==> src/rtl/bcd_timer_nd_pkg.sv <==
`default_nettype none
// ============================================================================
// Module      : bcd_timer_nd_pkg
// Description : Shared BCD constants, state encodings and the per-digit limit
//               helper for the N-digit BCD timer.
// Revision    : 1.0 - initial release
// ============================================================================
package bcd_timer_nd_pkg;

    localparam int         BCD_BIT_WIDTH = 4;
    localparam logic [3:0] BCD_ZERO      = 4'd0;
    localparam logic [3:0] BCD_FIVE      = 4'd5;
    localparam logic [3:0] BCD_NINE      = 4'd9;

    localparam logic [1:0] ST_IDLE  = 2'd0;
    localparam logic [1:0] ST_RUN   = 2'd1;
    localparam logic [1:0] ST_PAUSE = 2'd2;
    localparam logic [1:0] ST_DONE  = 2'd3;

    // Wrap limit of digit idx: odd digits are tens-of-seconds/minutes in time mode.
    function automatic logic [3:0] digit_limit(input logic time_mode, input int idx);
        return (time_mode && ((idx % 2) == 1)) ? BCD_FIVE : BCD_NINE;
    endfunction

endpackage : bcd_timer_nd_pkg
`default_nettype wire

==> src/rtl/bcd_digit_updown.sv <==
`default_nettype none
// ============================================================================
// Module      : bcd_digit_updown
// Description : One BCD digit with decrement/increment, programmable wrap
//               limit, synchronous load, and borrow/carry to the next digit.
// Revision    : 1.0 - initial release
// ============================================================================
module bcd_digit_updown
    import bcd_timer_nd_pkg::*;
#(
    parameter logic [BCD_BIT_WIDTH-1:0] INIT_DIGIT = BCD_ZERO
) (
    input  logic                     clk,
    input  logic                     rst,
    input  logic                     dec,
    input  logic                     inc,
    input  logic [BCD_BIT_WIDTH-1:0] limit,
    input  logic                     load,
    input  logic [BCD_BIT_WIDTH-1:0] load_value,
    output logic [BCD_BIT_WIDTH-1:0] value,
    output logic [BCD_BIT_WIDTH-1:0] next_value,
    output logic                     borrow,
    output logic                     carry
);

    logic [BCD_BIT_WIDTH-1:0] r_value;
    logic [BCD_BIT_WIDTH-1:0] w_next;
    logic                     w_borrow;
    logic                     w_carry;

    // Next digit value for this cycle's step; an unclamped digit above the
    // limit counts down normally and wraps to zero on the way up.
    always_comb begin
        w_next   = r_value;
        w_borrow = 1'b0;
        w_carry  = 1'b0;
        if (dec) begin
            if (r_value == BCD_ZERO) begin
                w_next   = limit;
                w_borrow = 1'b1;
            end else begin
                w_next = r_value - 4'd1;
            end
        end else if (inc) begin
            if (r_value >= limit) begin
                w_next  = BCD_ZERO;
                w_carry = 1'b1;
            end else begin
                w_next = r_value + 4'd1;
            end
        end
    end

    // Digit register: reset, then load, then step.
    always_ff @(posedge clk) begin
        if (rst) begin
            r_value <= INIT_DIGIT;
        end else if (load) begin
            r_value <= load_value;
        end else begin
            r_value <= w_next;
        end
    end

    assign value      = r_value;
    assign next_value = w_next;
    assign borrow     = w_borrow;
    assign carry      = w_carry;

endmodule : bcd_digit_updown
`default_nettype wire

==> src/rtl/bcd_timer_nd.sv <==
`default_nettype none
// ============================================================================
// Module      : bcd_timer_nd
// Description : N-digit BCD up/down timer with decimal or MM:SS wrap limits,
//               load clamping and an IDLE/RUN/PAUSE/DONE control machine.
// Revision    : 1.0 - initial release
// ============================================================================
module bcd_timer_nd
    import bcd_timer_nd_pkg::*;
#(
    parameter int                          NUM_DIGITS = 4,
    parameter logic [4*NUM_DIGITS-1:0]     INIT_VALUE = 'h1125
) (
    input  logic                    clk,
    input  logic                    rst,
    input  logic                    tick,
    input  logic                    start,
    input  logic                    pause,
    input  logic                    load,
    input  logic [4*NUM_DIGITS-1:0] load_value,
    input  logic                    dir,
    input  logic                    time_mode,
    output logic [4*NUM_DIGITS-1:0] digits,
    output logic [1:0]              state,
    output logic                    running,
    output logic                    done
);

    logic [1:0]              r_state;
    logic                    r_done;
    logic                    r_running;
    logic [1:0]              w_state_nxt;
    logic                    w_done_nxt;

    logic [4*NUM_DIGITS-1:0] w_digits;
    logic [4*NUM_DIGITS-1:0] w_next_digits;
    logic [4*NUM_DIGITS-1:0] w_limits;
    logic [4*NUM_DIGITS-1:0] w_load_clamped;
    logic [NUM_DIGITS-1:0]   w_dec;
    logic [NUM_DIGITS-1:0]   w_inc;
    logic [NUM_DIGITS-1:0]   w_borrow;
    logic [NUM_DIGITS-1:0]   w_carry;

    logic w_start_req;
    logic w_pause_req;
    logic w_step;
    logic w_all_zero;
    logic w_all_lim;
    logic w_all_ge;
    logic w_nxt_zero;
    logic w_nxt_lim;
    logic w_cur_term;
    logic w_at_end;
    logic w_next_term;
    logic w_unused_msd;

    // start and pause together cancel each other.
    assign w_start_req = start & ~pause;
    assign w_pause_req = pause & ~start;

    // At the end of travel (terminal, or every digit at/above its limit going
    // up) a step would wrap the whole counter, so it is suppressed.
    assign w_step = (r_state == ST_RUN) & tick & ~w_pause_req & ~load & ~w_at_end;

    genvar i;
    generate
        for (i = 0; i < NUM_DIGITS; i++) begin : g_digit
            assign w_limits[4*i +: 4]       = digit_limit(time_mode, i);
            assign w_load_clamped[4*i +: 4] = (load_value[4*i +: 4] > w_limits[4*i +: 4])
                                            ? w_limits[4*i +: 4] : load_value[4*i +: 4];
            if (i == 0) begin : g_lsb
                assign w_dec[i] = w_step & ~dir;
                assign w_inc[i] = w_step &  dir;
            end else begin : g_chain
                assign w_dec[i] = w_borrow[i-1];
                assign w_inc[i] = w_carry[i-1];
            end

            bcd_digit_updown #(
                .INIT_DIGIT (INIT_VALUE[4*i +: 4])
            ) u_digit (
                .clk        (clk),
                .rst        (rst),
                .dec        (w_dec[i]),
                .inc        (w_inc[i]),
                .limit      (w_limits[4*i +: 4]),
                .load       (load),
                .load_value (w_load_clamped[4*i +: 4]),
                .value      (w_digits[4*i +: 4]),
                .next_value (w_next_digits[4*i +: 4]),
                .borrow     (w_borrow[i]),
                .carry      (w_carry[i])
            );
        end
    endgenerate

    // Borrow/carry out of the top digit cannot occur because end-of-travel
    // blocks the step that would produce it.
    assign w_unused_msd = w_borrow[NUM_DIGITS-1] | w_carry[NUM_DIGITS-1];

    // Terminal / end-of-travel detection on the current and next digit values.
    always_comb begin
        w_all_zero = 1'b1;
        w_all_lim  = 1'b1;
        w_all_ge   = 1'b1;
        w_nxt_zero = 1'b1;
        w_nxt_lim  = 1'b1;
        for (int d = 0; d < NUM_DIGITS; d++) begin
            if (w_digits[4*d +: 4] != BCD_ZERO)                 w_all_zero = 1'b0;
            if (w_digits[4*d +: 4] != w_limits[4*d +: 4])       w_all_lim  = 1'b0;
            if (w_digits[4*d +: 4] <  w_limits[4*d +: 4])       w_all_ge   = 1'b0;
            if (w_next_digits[4*d +: 4] != BCD_ZERO)            w_nxt_zero = 1'b0;
            if (w_next_digits[4*d +: 4] != w_limits[4*d +: 4])  w_nxt_lim  = 1'b0;
        end
    end

    assign w_cur_term  = dir ? w_all_lim : w_all_zero;
    assign w_at_end    = dir ? w_all_ge  : w_all_zero;
    assign w_next_term = dir ? w_nxt_lim : w_nxt_zero;

    // Next-state and done-pulse decision; load overrides all control requests.
    always_comb begin
        w_state_nxt = r_state;
        w_done_nxt  = 1'b0;
        if (load) begin
            w_state_nxt = ST_IDLE;
        end else begin
            case (r_state)
                ST_IDLE, ST_PAUSE: begin
                    if (w_start_req) begin
                        if (w_cur_term) begin
                            w_state_nxt = ST_DONE;
                            w_done_nxt  = 1'b1;
                        end else begin
                            w_state_nxt = ST_RUN;
                        end
                    end
                end
                ST_RUN: begin
                    if (w_pause_req) begin
                        w_state_nxt = ST_PAUSE;
                    end else if (tick && (w_at_end || w_next_term)) begin
                        w_state_nxt = ST_DONE;
                        w_done_nxt  = 1'b1;
                    end
                end
                ST_DONE: begin
                    w_state_nxt = ST_DONE;
                end
                default: begin
                    w_state_nxt = ST_IDLE;
                end
            endcase
        end
    end

    // Registered state, done pulse and running flag.
    always_ff @(posedge clk) begin
        if (rst) begin
            r_state   <= ST_IDLE;
            r_done    <= 1'b0;
            r_running <= 1'b0;
        end else begin
            r_state   <= w_state_nxt;
            r_done    <= w_done_nxt;
            r_running <= (w_state_nxt == ST_RUN);
        end
    end

    assign digits  = w_digits;
    assign state   = r_state;
    assign running = r_running;
    assign done    = r_done;

endmodule : bcd_timer_nd
`default_nettype wire

==> config.mk <==
export PLATFORM = sky130hd
export DESIGN_NAME = bcd_timer_nd
export DESIGN_NICKNAME = d
export VERILOG_FILES = /design/src/rtl/bcd_timer_nd_pkg.sv /design/src/rtl/bcd_digit_updown.sv /design/src/rtl/bcd_timer_nd.sv
export SDC_FILE = /design/constraint.sdc
export NUM_CORES = 1
export LEC_CHECK = 0
export BUFFER_PORTS_ARGS = -buffer_cell sky130_fd_sc_hd__buf_2
export CAP_MARGIN = 15
export CORE_UTILIZATION = 30
export CTS_CLUSTER_DIAMETER = 60
export CTS_CLUSTER_SIZE = 14
export DETAILED_ROUTE_END_ITERATION = 6
export GPL_TIMING_DRIVEN = 0
export HOLD_SLACK_MARGIN = 0.1
export RECOVER_POWER = 50
export SLEW_MARGIN = 20
export SYNTH_ARGS = -nofsm -noshare
export SYNTH_HDL_FRONTEND = slang
export SYNTH_SLANG_ARGS = --single-unit
==> constraint.sdc <==
create_clock -name clk -period 4.1 [get_ports clk]
set_input_delay 0.82 -clock clk [delete_from_list [all_inputs] [get_ports clk]]
set_output_delay 0.82 -clock clk [all_outputs]
set_load 0.005 [all_outputs]
==> summary.txt <==
Setup violations, final: 0
DRC: 0
Area Overhead vs Synth: 16.30%
Clock buffer count from CTS: 3
Fmax: 260.3 MHz
Worst-path maximum fanout: 11
Die Footprint: 0.008608 mm2
Reg-to-reg critical path endpoint: running
Critical path endpoint category: flip-flop
Cell-internal power: 0.0003767 W
H-tree depth: 1
GRT Resource Usage Total: 18.75%
Synth Instances: 330
First drt pass iteration count: 6
DR WL/cell: 16.89 um
RSZ-0062 raised after global routing: no
Synth top area cells: dfxtp_1 16%, ha_1 10%, nor2_1 4.7%, o21ai_0 4.0%, a21oi_1 3.4%
Startpoint Class: input port
Hold Slack: 0.5942 ns
Initial Util: 31.51%
Synth top area share: 16.19%
Met3 routed wirelength: 491 um
Uppermost routed layer: met4
Reg-to-reg setup timing slack: 0.37 ns
Post-synth design cell area: 0.002472 mm2
Clock skew: 0.002190 ns
Ant diodes: 0
Post-Syn Nets: 374
Clock power share: 26.7%
Critical path destination: running
Die width: 92.78 um
Number of global-route vias before repair: 2625
Final net count: 420
Synth area leader: dfxtp_1
Dpl cells: 472
GPL Wtd Cong: 0.9101
Worst Path Arrival: 4.01 ns
CP startpoint: time_mode
Switch share: 37.49%
Setup CP Type: in -> reg
Die H: 92.78 um
Share of post-route cells with drive strength above 1: 16.00%
Post-synth EDFFs: 0
Pwr Density: 209.6 mW/mm2
Worst skew pair latency: 0.26 ns
I/O pin count: 44
Critical path required time: 4.27 ns
DRT antenna net count: 0
Min-delay worst type: reg -> reg
Comb pwr share: 36.4%
Post-route minimum period: 3.842 ns
Placed inst area: 0.002800 mm2
Synth warn: 0
Post-Route M1 WL: 3.666 mm
Via density: 5.901
Core Util, Final: 36.64%
Syn_area_per_cell: 7.492 um2
IO buf count: 40
CTS clock-pin slew for the worst setup and hold paths: 0.08 ns
Slew HR: 22.13%
Pin count of the biggest net entering global routing: 12
Outcome: completed
Routed wire length: 8.058 mm
Final Instance Count excl. Fillers: 477
Leakage power: 1.109 nW
Maximum Capacitance Violations: 0
Number of hold buffers added after cts: 0
Most frequent cells after synthesis: 31 x nor2_1, 20 x dfxtp_1, 20 x ha_1, 20 x o21ai_0, 17 x a21oi_1
Max Transition Viols Final: 0
Dominant cell by count in the synthesized netlist: nor2_1
Start of the worst register-to-register path: g_digit[0].u_digit.value[0]
Initial antenna violation count: 0
Register bit total from synthesis: 20
DR WL met2: 3.792 mm
Core footprint: 0.007848 mm2
DP Wirelength: 6.183 mm
Initial DRC count: 191
TritonCTS clock tree: built
Cells on worst reg2reg path: 12
Max Root-Sink Buffers: 2
Period Utilization, post-route: 93.71%
Slew at the pin with the worst max-slew slack: 1.156 ns
FP Rows: 32
Part of the power in registers: 36.9%
Fin area: 0.002875 mm2
Worst VDD drop: 0.1296 mV
Fillers: 888
Main flop type after synthesis: dfxtp_1
Seq/Total Area, Yosys: 16.19%
Clock Tree Root: clkbuf_8
Final Hold Vio Count: 0
Clock sinks: 20
Global-route wire length before repair: 12.94 mm
Psw: 0.0002260 W
Via count: 2815
Count of cell types in the netlist: 61
Grt ovf: 0
Async SR Flop Fraction: 0%
## timing repair
action	4_1_cts	5_1_grt
setup endpoints to repair	0	3
setup buffers	0	1
resized for setup	0	8
## cell type report
| class | count | area (um2) | share of cell area [%] |
|---|---|---|---|
| buffer | 17 | 82.58 | 2.872 |
| sequential | 20 | 400.4 | 13.93 |
| clock buffer | 4 | 55.05 | 1.915 |
| inverter | 16 | 63.81 | 2.219 |
| timing repair buffer | 41 | 198.9 | 6.919 |
| tap | 102 | 127.6 | 4.439 |
| multi-input combinational | 277 | 1947 | 67.71 |
## flip-flops by register name, summed over array words and instances, names as in the netlist
| signal | cells |
|---|---|
| state | 2 |
| done | 1 |
| running | 1 |
| g_digit.u_digit.value | 16 |
## logic make-up after synthesis
| kind of cell | Yosys count | share of synthesized area, % |
|---|---|---|
| adders and majority gates | 20 | 10.12 |
| AOI/OAI and AO/OA | 105 | 30.06 |
| and+or+nand+nor | 141 | 33.60 |
| xor gates and xnor gates | 3 | 1.063 |
| muxes | 8 | 3.239 |
| buffers and inverters | 33 | 5.718 |
| DFF | 20 | 16.19 |
## metal layers
metal,track usage (%),vias up
li1,-,1350
met1,24.62,1336
met2,32.05,114
met3,2.381,15
met4,5.000,0
met5,0,-
## critical path, stage by stage
cell        delay (ns)
clkbuf_4          0.22
clkinvlp_4        0.14
ha_1              0.35
nor2b_1           0.15
o21a_1            0.22
o2111a_1          0.28
clkbuf_2          0.21
o31ai_1           0.26
a21oi_1           0.19
or4_4             0.46
a2111oi_4         0.32
o2111ai_1         0.18
and3_1            0.21
## power groups by stage
stage | Clock (W) | Sequential (W) | Combinational, W
finish | 0.000161 | 0.000222 | 0.000219
global route | 0.000172 | 0.000225 | 0.000242
detailed placement | 0 | 0.000227 | 0.000213
global placement | 0 | 0.000226 | 0.000209
floorplan | 0 | 0.000224 | 0.000143
CTS | 0.000165 | 0.000222 | 0.000214
## worst min path at each step
stage                     cells after the start  endpoint     start  slack, ns
after floorplan                               2  state[0]  state[0]       0.55
after global placement                        2  state[0]  state[0]       0.57
after detailed placement                      2  state[0]  state[0]       0.60
after CTS                                     2  state[0]  state[0]       0.61
after global routing                          2  state[0]  state[0]       0.64
final                                         2  state[0]  state[0]       0.59
## through the flow
stage	setup slack, ns	total power [W]	TNS, ns
after floorplan	0.5623	0.0003673	0
after global placement	-0.2722	0.0004349	-0.6716
after detailed placement	-0.2776	0.0004395	-0.6471
after CTS	0.004650	0.0006014	0
after global routing	0.08141	0.0006393	0
final	0.2579	0.0006027	0
## cells in the final DEF, fill, tap and decap left out, types with 2 or more instances in the layout
cell type	count
nand3_1	13
a41oi_1	3
o2111ai_1	2
a2111oi_0	3
nor3_1	10
a21oi_1	17
or3b_2	3
a211o_1	2
or2_2	4
clkbuf_8	4
nand3b_1	10
xnor2_1	2
nor3b_1	5
inv_1	15
clkbuf_1	20
o21ai_0	19
nor2b_1	7
o31ai_1	9
o211ai_1	2
buf_2	31
nand4_1	6
a21o_1	5
o21a_1	4
buf_6	2
dfxtp_1	20
and3_1	6
clkbuf_2	2
ha_1	20
nand2b_1	12
nand4b_1	3
a211oi_1	11
or3_1	4
mux2i_1	8
a31oi_1	11
nor4_1	5
nor2_1	31
nand2_1	14
(Power assumes the default switching activity.)
